$ cat config.mk
export PLATFORM = sky130hd
export DESIGN_NAME = c2_capture_skid
export DESIGN_NICKNAME = d
export VERILOG_FILES = /design/src/rtl/c2_pkg.sv /design/src/rtl/c2_capture_skid_sat_counter.sv /design/src/rtl/c2_capture_skid.sv
export SDC_FILE = /design/constraint.sdc
export NUM_CORES = 1
export LEC_CHECK = 0
export ABC_AREA = 1
export CAP_MARGIN = 10
export CORE_MARGIN = 4
export CORE_UTILIZATION = 30
export CTS_CLUSTER_DIAMETER = 200
export CTS_CLUSTER_SIZE = 25
export DETAILED_ROUTE_END_ITERATION = 12
export HOLD_SLACK_MARGIN = 0.1
export PLACE_DENSITY_LB_ADDON = 0.25
export SLEW_MARGIN = 40
export SYNTH_ARGS = -nofsm -noshare
export SYNTH_HDL_FRONTEND = slang
export SYNTH_HIERARCHICAL = 1
export SYNTH_SLANG_ARGS = --single-unit
$ cat constraint.sdc
create_clock -name clk -period 3.6 [get_ports clk]
set_clock_uncertainty 0.15 [all_clocks]
set_input_delay 0.72 -clock clk [delete_from_list [all_inputs] [get_ports clk]]
set_output_delay 0.72 -clock clk [all_outputs]
set_load 0.02 [all_outputs]
$ cat src/rtl/c2_pkg.sv
// Shared definitions for the C2 selector datapath and its capture stage.
package c2_pkg;
  localparam int SIZE = 5;

  localparam logic [1:0] SEL_D00 = 2'd0;
  localparam logic [1:0] SEL_D01 = 2'd1;
  localparam logic [1:0] SEL_D10 = 2'd2;
  localparam logic [1:0] SEL_D11 = 2'd3;

  // A buffered entry is {data, sel}.
  function automatic int entry_w(input int size);
    return size + 2;
  endfunction
endpackage

$ cat src/rtl/c2_capture_skid_sat_counter.sv
// Saturating up-counter with synchronous clear; holds at all-ones.
module sat_counter #(
  parameter int W = 8
) (
  input  logic         clk,
  input  logic         rst,
  input  logic         clr,
  input  logic         inc,
  output logic [W-1:0] q
);
  always_ff @(posedge clk) begin
    if (rst || clr)        q <= '0;
    else if (inc && ~&q)   q <= q + 1'b1;
  end
endmodule

$ cat src/rtl/c2_capture_skid.sv
// Two-entry skid capture stage for the C2 selector output plus accept counter.
module c2_capture_skid
  import c2_pkg::*;
#(
  parameter int SIZE  = c2_pkg::SIZE,
  parameter int CNT_W = 8
) (
  input  logic             clk,
  input  logic             rst,
  input  logic             clr,
  input  logic             in_valid,
  output logic             in_ready,
  input  logic [SIZE-1:0]  in_data,
  input  logic [1:0]       in_sel,
  output logic             out_valid,
  input  logic             out_ready,
  output logic [SIZE-1:0]  out_data,
  output logic [1:0]       out_sel,
  output logic [CNT_W-1:0] count
);
  localparam int EW = entry_w(SIZE);

  typedef enum logic [1:0] {EMPTY, ONE, FULL} state_e;

  state_e        state;
  logic [EW-1:0] main_q, skid_q, in_ent;
  logic          accept, pop;

  assign in_ent = {in_data, in_sel};
  assign accept = in_valid & in_ready;
  assign pop    = out_valid & out_ready;

  // in_ready/out_valid are registered alongside the state so neither
  // output has a combinational path from the other side's handshake.
  always_ff @(posedge clk) begin
    if (rst) begin
      state     <= EMPTY;
      out_valid <= 1'b0;
      in_ready  <= 1'b1;
      main_q    <= '0;
      skid_q    <= '0;
    end else if (clr) begin
      state     <= EMPTY;
      out_valid <= 1'b0;
      in_ready  <= 1'b1;
    end else begin
      case (state)
        EMPTY: if (accept) begin
          main_q    <= in_ent;
          out_valid <= 1'b1;
          state     <= ONE;
        end
        ONE: begin
          if (accept && pop) begin
            main_q <= in_ent;
          end else if (accept) begin
            skid_q   <= in_ent;
            in_ready <= 1'b0;
            state    <= FULL;
          end else if (pop) begin
            out_valid <= 1'b0;
            state     <= EMPTY;
          end
        end
        FULL: if (pop) begin
          main_q   <= skid_q;
          in_ready <= 1'b1;
          state    <= ONE;
        end
        default: begin
          state     <= EMPTY;
          out_valid <= 1'b0;
          in_ready  <= 1'b1;
        end
      endcase
    end
  end

  assign out_data = main_q[EW-1:2];
  assign out_sel  = main_q[1:0];

  sat_counter #(.W(CNT_W)) u_cnt (
    .clk (clk),
    .rst (rst),
    .clr (clr),
    .inc (accept),
    .q   (count)
  );
endmodule

==> impl_metrics.csv, run 1 <==
group,metric,value,unit
run_status,status,"finished clean",
timing,unrepaired_setup_endpoints_after_global_routing,"false",
global_routing,grt-ovfl-total,0,
synthesis,ys_ff_latch,26,
cts,tritoncts.num_buffers,3,
cts,cts.repair.resized,0,
synthesis,syn_area_cell,6.502,sq um
cts,cts.path.max_buffers,2,
critical_path,critical_path.top_delay_family,"buffers and inverters",
power_and_ir_drop,ir_worst_vdd,0.1308,mV
timing,drv_slew,0,
synthesis,main_combinational_cell_family_by_area_after_synthesis,"simple AND/OR/NAND/NOR gates",
finish,final_common_cell,"nand2_1",
global_routing,grt_usage,10.29,%
critical_path,critical_path_required,2.73,ns
critical_path,startpoint_type,"flip-flop",
finish,fin_cells,293,
power_and_ir_drop,power_density,327.6,nW/um^2
place,placement.io_buffers,28,
cts,clock_tree_from_tritoncts,"done",
timing,fmax,455.1,MHz
hold_path,worst_hold_path_type,"flip-flop to flip-flop",
global_routing,antenna_found_initial,0,
finish,areaGrowthSynthToFinish,25.36,%
synthesis,syn_inst,214,
routing,postRouteWirelength,2.904,mm
power_and_ir_drop,total_switching_power,151.5,uW
timing,setup-violations-final,0,
die,area_of_the_core,4414,sq um
synthesis,synth_simple_gate_area_share,39.21,%
cts,clock_sink_total,26,
place,place_hpwl,2.245,mm
cts,clock_pin_transition_on_the_worst_setup_and_hold_timing_paths,0.09,ns
cts,clock-root-buffer,"clkbuf_8",
routing,viasPerCell,4.358,
power_and_ir_drop,internal_power,419.8,uW
critical_path,worstPathBufferInverterCount,1,
synthesis,multiplexer_share_of_the_synthesized_area,0,%
critical_path,critical-path-slowest-cell,"clkdlybuf4s50_1",
routing,detailed_route_via_count,1277,
synthesis,synthDistinctLibCells,24,
synthesis,syn-num-nets,227,
place,gp_congestion,0.8175,
cts,cts_hold_buffers,0,
timing,timing.setup.tns,0,ns
timing,tightest_slew,0.4685,ns
synthesis,post_synth_fa_ha_maj_area_fraction,0.8993,%
die,die_width,76.10,microns
global_routing,grt_first_pass_wirelength,5.161,mm
routing,wl_per_cell,9.911,microns
synthesis,ys_warn_count,6,
die,start_util,31.52,%
timing,min_period_over_period,61.04,%
routing,detail_route.iter0.violations,47,
finish,antenna_cells,0,
global_routing,first_global_vias,1158,
synthesis,synth.cell_area,1391,sq um
finish,final_nets,256,
cts,cts_post_setup_buffers_inserted,0,
power_and_ir_drop,pwr-share-clk,28.2,%
timing,report.final.hold_viol_count,0,
routing,drt_pre_antenna_iters,4,
synthesis,synth_compound_area_share,11.06,%
routing,antenna_violating_nets_post_route,0,
power_and_ir_drop,combinational_group_share_of_total_power,18.0,%
die,overall_die_area,5791,sq um
run,drv_cap,0,
critical_path,worstSetupPathType,"flip-flop to output pin",
critical_path,cp-end-kind,"output pin",
critical_path,worst-r2r-setup-slack,1.96,ns
critical_path,worstPathCellList,"clkdlybuf4s50_1",
finish,commonest_cells_after_routing_fill_and_taps_aside,"nand2_1 (59), nor2_1 (32), inv_1 (29)",
cts,clk_latency,0.26,ns
synthesis,synth.yosys.seq_area_share,37.41,%
power_and_ir_drop,total_leakage_power,0.0007568,uW
timing,fin_crit_period,2.198,ns
synthesis,yosys.area_share.xor_xnor,0,%
die,die_height,76.10,microns
timing,slew_headroom,68.65,%
critical_path,path_max_fanout,6,
die,io_pins,29,
critical_path,worst_path_largest_cell_delay,0.64,ns
cts,cts-htree-levels,1,
finish,post_route_cells_drive_above_1_share,7.469,%
power_and_ir_drop,seqPwrFrac,53.8,%
place,placed_cells,290,
power_and_ir_drop,power.switching_fraction,26.52,%
global_routing,pin_count_of_the_biggest_net_entering_global_routing,15,
die,core.rowCount,24,
critical_path,cp.arrival,1.33,ns
routing,detail_route.drc_violations,0,
==> flip-flops by register name, summed over array words and instances, names as in the netlist <==
name / count
skid_q: 7
main_q: 7
state: 2
u_cnt/q: 8
in_ready: 1
out_valid: 1
==> power by group through the flow <==
stage          sequential, uW  clock [uW]  combinational [uW]
6_report                  308         161                 103
5_1_grt                   309         183                 116
4_1_cts                   308         172                 104
3_5_place_dp              315           0                 104
3_3_place_gp              314           0                 103
2_1_floorplan             323           0                56.4
==> synthesized netlist by cell type (all sizes together) <==
cell    count  area, sq um
nand2      62        245.2
nor2       39        173.9
inv        32        125.1
dfxtp      26        520.5
a21oi      14        70.07
nand3      13        70.07
o21ai      13        76.33
buf         3        30.03
nand3b      3        22.52
nor3        3        15.01
nand4       2        12.51
a211oi      1        7.510
and3        1        6.260
clkbuf      1        3.750
ha          1        12.51
==> layer usage <==
layer  global-route usage, %  up-vias  wire length [microns]  share of wire (%)
met2                   16.27       18                   1307                 45
met4                   3.147        0                     27               0.93
met5                       0        -                      0                  0
met1                   13.91      538                   1463                 50
met3                   2.246        2                    106                3.7
li1                        -      719                      -                  -
==> worst reg2reg max path: stages, from the launching register on <==
cell     delay, ns
dfxtp_1       0.56
inv_1         0.11
nand2_1       0.23
o21ai_0       0.16
nor2_1        0.17
nand2_1       0.06
nand2_1       0.06
nor2_1        0.04
==> metrics by stage <==
step / utilization (%) / total power (uW) / hold WS [ns] / area [sq um] / worst slack (ns)
6_report: 39.51 / 571.3 / 0.2987 / 1744 / 1.403
5_1_grt: 39.51 / 608.3 / 0.3252 / 1744 / 1.294
4_1_cts: 39.51 / 584.0 / 0.3029 / 1744 / 1.378
3_5_place_dp: 38.58 / 418.6 / 0.2900 / 1703 / 1.160
3_3_place_gp: 38.58 / 417.8 / 0.2831 / 1703 / 1.204
2_1_floorplan: - / 379.3 / 0.2731 / 1391 / 1.802
==> cells by family after synthesis <==
kind of cell / after synthesis
AOI/OAI and AO/OA: 28
adders and majority gates: 1
buffers and inverters: 36
DFF: 26
and+or+nand+nor: 123
==> path summary, 6_finish.rpt <==
path,start,endpoint,cells past startpoint
max,u_cnt/q[2],count[2],1
min,skid_q[1],skid_q[1],2
max reg2reg,state[0],out_valid,7
min reg2reg,skid_q[1],skid_q[1],2
==> layout make-up <==
type                    count  area [sq um]
fillers                   484          2670
flip-flops and latches     26         520.5
inverters                  32         125.1
repair buffers             28         280.3
clock buffers               3         41.29
multi-input cells         152         711.9
well taps                  52         65.06
Note: power is estimated with default switching activity, not from simulation.
==> run 2, diff against run 1 <==
==> constraint.sdc (replaced) <==
create_clock -name clk -period 1.99 [get_ports clk]
set_clock_uncertainty 0.15 [all_clocks]
set_input_delay 0.398 -clock clk [delete_from_list [all_inputs] [get_ports clk]]
set_output_delay 0.398 -clock clk [all_outputs]
set_load 0.02 [all_outputs]
==> run 2 against run 1 <==
Cell count increased by 2.0%. Design area rose by 3.9%. Power increased by 110%. Worst setup slack got worse by 1.3 ns. Clock-buffer cell count did not move. Die area did not move. First-iteration DRC count decreased by 40%. Via count rose by 2.3%. Clock power rose to 2.7 times the previous value. Wire length grew 4.7%. Sequential power rose by 81%. Critical path type unchanged. Largest cell class unchanged.
==> impl_metrics.csv, run 2 (synthesis results as in run 1) <==
group,metric,value,unit
run_status,status,"finished clean",
die,die_height,76.10,microns
cts,clock_tree_from_tritoncts,"done",
hold_path,worst_hold_path_type,"flip-flop to flip-flop",
cts,cts-htree-levels,1,
routing,detail_route.drc_violations,0,
finish,post_route_cells_drive_above_1_share,9.717,%
critical_path,path_max_fanout,6,
place,placed_cells,295,
cts,clock-root-buffer,"clkbuf_8",
place,placement.io_buffers,28,
global_routing,grt-ovfl-total,0,
finish,areaGrowthSynthToFinish,30.22,%
cts,cts_post_setup_buffers_inserted,0,
routing,postRouteWirelength,3.040,mm
global_routing,pin_count_of_the_biggest_net_entering_global_routing,16,
critical_path,worstPathCellList,"clkdlybuf4s50_1",
finish,layout.cell_area.non_filler,1812,sq um
critical_path,startpoint_type,"flip-flop",
routing,detailed_route_via_count,1307,
place,placed_area,1740,sq um
timing,fmax,531.1,MHz
global_routing,first_global_vias,1270,
die,io_pins,29,
run,drv_cap,0,
critical_path,worst_path_largest_cell_delay,0.64,ns
critical_path,critical-path-slowest-cell,"clkdlybuf4s50_1",
finish,max_flop_register,"u_cnt/q",
timing,fin_crit_period,1.883,ns
finish,antenna_cells,0,
place,place_hpwl,2.332,mm
critical_path,critical_path_required,1.44,ns
finish,post-route-util,41.04,%
routing,drt_pre_antenna_iters,4,
finish,final_common_cell,"nand2_1",
power_and_ir_drop,ir_worst_vdd,0.2461,mV
routing,detail_route.iter0.violations,28,
timing,timing.hold.ws,0.3010,ns
cts,tritoncts.num_buffers,3,
critical_path,worstSetupPathType,"flip-flop to output pin",
routing,wl_per_cell,10.17,microns
critical_path,worstPathBufferInverterCount,1,
finish,final_nets,261,
routing,viasPerCell,4.371,
timing,drv_slew,0,
power_and_ir_drop,total_leakage_power,0.0007947,uW
timing,report.final.hold_viol_count,0,
die,start_util,31.52,%
critical_path,cp-end-kind,"output pin",
timing,tightest_slew,0.3677,ns
die,overall_die_area,5791,sq um
die,area_of_the_core,4414,sq um
global_routing,grt_usage,10.91,%
finish,fin_cells,299,
timing,min_period_over_period,94.61,%
power_and_ir_drop,power_density,658.8,nW/um^2
critical_path,critical_path.top_delay_family,"buffers and inverters",
cts,clk_latency,0.27,ns
finish,top_regs,"u_cnt/q (8), main_q (7), skid_q (7)",
die,core.rowCount,24,
cts,clock_sink_total,26,
finish,commonest_cells_after_routing_fill_and_taps_aside,"nand2_1 (59), nor2_1 (32), inv_1 (29)",
timing,unrepaired_setup_endpoints_after_global_routing,"false",
place,gp_congestion,0.7740,
finish,max_ffs_per_register,8,
cts,clock_pin_transition_on_the_worst_setup_and_hold_timing_paths,0.10,ns
cts,cts_hold_buffers,0,
critical_path,cp.arrival,1.33,ns
routing,antenna_violating_nets_post_route,0,
global_routing,grt_first_pass_wirelength,5.485,mm
timing,setup-violations-final,0,
global_routing,antenna_found_initial,0,
cts,cts.path.max_buffers,2,
die,die_width,76.10,microns
cts,cts.repair.resized,0,
timing,slew_headroom,75.46,%
## run 2: changes by cell type in the layout (fill, tap and decap cells not counted)
cell	before	now
buf_4	0	5
bufinv_16	0	1
## run 2: area by class of cell
| type | count | area (sq um) |
|---|---|---|
| timing repair buffer | 33 | 317.8 |
| tap | 52 | 65.06 |
| clock inverter | 1 | 30.03 |
| multi-input combinational | 152 | 711.9 |
| sequential | 26 | 520.5 |
| fill | 475 | 2603 |
| inverter | 32 | 125.1 |
| clock buffer | 3 | 41.29 |
## run 2: per-layer routing
| metal | track usage [%] | vias up | part of all wire (%) |
|---|---|---|---|
| met2 | 18.32 | 20 | 46 |
| met5 | 0 | - | 0 |
| li1 | - | 735 | - |
| met3 | 2.128 | 2 | 3.5 |
| met4 | 3.846 | 0 | 1.1 |
| met1 | 13.78 | 550 | 49 |
## run 2: final timing paths
check,startpoint,end,slack (ns),depth (start not counted)
setup / recovery,u_cnt/q[2],count[2],0.11,1
hold reg to reg,skid_q[6],skid_q[6],0.30,2
hold / removal,skid_q[6],skid_q[6],0.30,2
setup reg to reg,state[0],skid_q[6],0.45,6
## run 2: metrics by stage
step	setup TNS, ns	setup WS (ns)	total power (uW)
6_report	0	0.1072	1194
5_1_grt	0	0.03966	1257
4_1_cts	0	0.09752	1214
3_5_place_dp	-0.1244	-0.02798	765.8
3_3_place_gp	-0.02424	-0.02424	764.8
2_1_floorplan	0	0.4160	686.2
## run 2: power breakdown
group | internal (uW) | switching, uW
clock | 269 | 173
sequential | 541 | 14.7
combinational | 89.5 | 106
==> run 3, diff against run 2 <==
--- a/config.mk
+++ b/config.mk
@@ -13,7 +13,9 @@
 export CTS_CLUSTER_SIZE = 25
 export DETAILED_ROUTE_END_ITERATION = 12
 export HOLD_SLACK_MARGIN = 0.1
+export MAX_ROUTING_LAYER = met4
 export PLACE_DENSITY_LB_ADDON = 0.25
+export SKIP_CTS_REPAIR_TIMING = 1
 export SLEW_MARGIN = 40
 export SYNTH_ARGS = -nofsm -noshare
 export SYNTH_HDL_FRONTEND = slang
==> run 3 against run 2 <==
Non-clock buffer count is the same. Core utilization unchanged. Cell count did not move. First-iteration DRC count unchanged. Hold slack did not move. Global-route usage is 0.30 points higher. Wire length did not move. Via count is the same. Highest routed layer unchanged. Combinational power hardly changed. Largest power group unchanged. Flip-flop and latch count unchanged. Design area is the same.
==> impl_metrics.csv, run 3 (synthesis results as in run 1) <==
group,metric,value,unit
finish,areaGrowthSynthToFinish,30.22,%
timing,slew_headroom,75.46,%
routing,antenna_violating_nets_post_route,0,
global_routing,grt_first_pass_wirelength,5.485,mm
routing,drt_pre_antenna_iters,4,
power_and_ir_drop,total_leakage_power,0.0007947,uW
critical_path,path_max_fanout,6,
die,io_pins,29,
timing,drv_slew,0,
critical_path,critical_path_required,1.44,ns
power_and_ir_drop,ir_worst_vdd,0.2461,mV
global_routing,first_global_vias,1270,
die,core.rowCount,24,
global_routing,antenna_found_initial,0,
critical_path,cp.arrival,1.33,ns
hold_path,worst_hold_path_type,"flip-flop to flip-flop",
critical_path,cp-end-kind,"output pin",
critical_path,setup.worst_path.start,"u_cnt/q[2]",
timing,min_period_over_period,94.61,%
finish,final_common_cell,"nand2_1",
die,start_util,31.52,%
cts,clock_tree_from_tritoncts,"done",
routing,detail_route.drc_violations,0,
cts,clk_latency,0.27,ns
cts,clock_sink_total,26,
timing,report.final.hold_viol_count,0,
timing,setup-violations-final,0,
finish,max_flop_register,"u_cnt/q",
critical_path,critical_path.top_delay_family,"buffers and inverters",
timing,unrepaired_setup_endpoints_after_global_routing,"false",
critical_path,critical-path-slowest-cell,"clkdlybuf4s50_1",
critical_path,worstPathCellList,"clkdlybuf4s50_1",
cts,clock-root-buffer,"clkbuf_8",
routing,viasPerCell,4.371,
die,area_of_the_core,4414,sq um
run,drv_cap,0,
place,place_hpwl,2.332,mm
routing,detailed_route_via_count,1307,
timing,timing.setup.tns,0,ns
finish,max_ffs_per_register,8,
cts,cts.path.max_buffers,2,
place,gp_congestion,0.7845,
cts,clock_pin_transition_on_the_worst_setup_and_hold_timing_paths,0.10,ns
routing,postRouteWirelength,3.040,mm
power_and_ir_drop,power_density,658.8,nW/um^2
finish,commonest_cells_after_routing_fill_and_taps_aside,"nand2_1 (59), nor2_1 (32), inv_1 (29)",
critical_path,worstPathBufferInverterCount,1,
cts,tritoncts.num_buffers,3,
timing,timing.hold.ws,0.3010,ns
global_routing,grt_usage,11.21,%
die,die_width,76.10,microns
die,overall_die_area,5791,sq um
global_routing,grt-ovfl-total,0,
finish,antenna_cells,0,
finish,post_route_cells_drive_above_1_share,9.717,%
critical_path,reg2reg_from,"state[0]",
critical_path,startpoint_type,"flip-flop",
finish,final_nets,261,
critical_path,ff2ff_path_depth,6,
global_routing,pin_count_of_the_biggest_net_entering_global_routing,16,
cts,cts-htree-levels,1,
finish,fill_cells,475,
routing,detail_route.iter0.violations,28,
timing,fmax,531.2,MHz
place,placement.io_buffers,28,
timing,tightest_slew,0.3677,ns
critical_path,timing.critical_path.depth,1,
finish,top_regs,"u_cnt/q (8), main_q (7), skid_q (7)",
hold_path,timing.hold.worst.start,"skid_q[6]",
run_status,status,"finished clean",
critical_path,worst_path_largest_cell_delay,0.64,ns
routing,wl_per_cell,10.17,microns
hold_path,whs_path_depth,2,
die,die_height,76.10,microns
timing,fin_crit_period,1.883,ns
critical_path,worstSetupPathType,"flip-flop to output pin",
## run 3: worst paths after layout
path	to	slack, ns
worst max-delay path	count[2]	0.11
worst max register to register	skid_q[6]	0.45
worst min-delay path	skid_q[6]	0.30
worst min register to register	skid_q[6]	0.30
## run 3: report_power, final
part	switching [uW]	leakage [uW]	internal, uW	total (uW)
clock network	173	0.0000357	269	442
logic	106	0.000547	89.5	196
registers	14.7	0.000212	541	556
total	294	0.000795	900	1190
## run 3: layer usage
metal | global-route usage, % | up-vias | wire (microns) | share of wire (%)
li1 | - | 735 | - | -
met5 | - | - | 0 | 0
met3 | 2.009 | 2 | 97 | 3.2
met1 | 13.85 | 550 | 1504 | 49
met4 | 3.846 | 0 | 34 | 1.1
met2 | 18.32 | 20 | 1404 | 46
## run 3: per-stage QoR
step,util [%],total power (uW),cells,area (sq um),setup WS (ns)
2_1_floorplan,-,686.2,214,1391,0.4160
5_1_grt,41.04,1257,299,1812,0.03966
6_report,41.04,1194,299,1812,0.1073
3_5_place_dp,39.43,765.8,295,1740,-0.02798
4_1_cts,41.04,1214,299,1812,0.09752
3_3_place_gp,39.43,764.8,295,1740,-0.02424
## run 3: worst reg2reg max path, stage by stage (launching register included)
cell and delay, ns:
dfxtp_1 0.46, buf_4 0.19, nand2_4 0.06, inv_4 0.07, nand3_2 0.21, o21ai_0 0.24, a21oi_1 0.05
## run 3: area by class of cell
class	count	area [sq um]	area share [%]
inverters	32	125.1	6.906
well taps	52	65.06	3.591
repair buffers	33	317.8	17.54
clock inverters	1	30.03	1.657
flip-flops and latches	26	520.5	28.73
clock buffers	3	41.29	2.279
multi-input cells	152	711.9	39.30
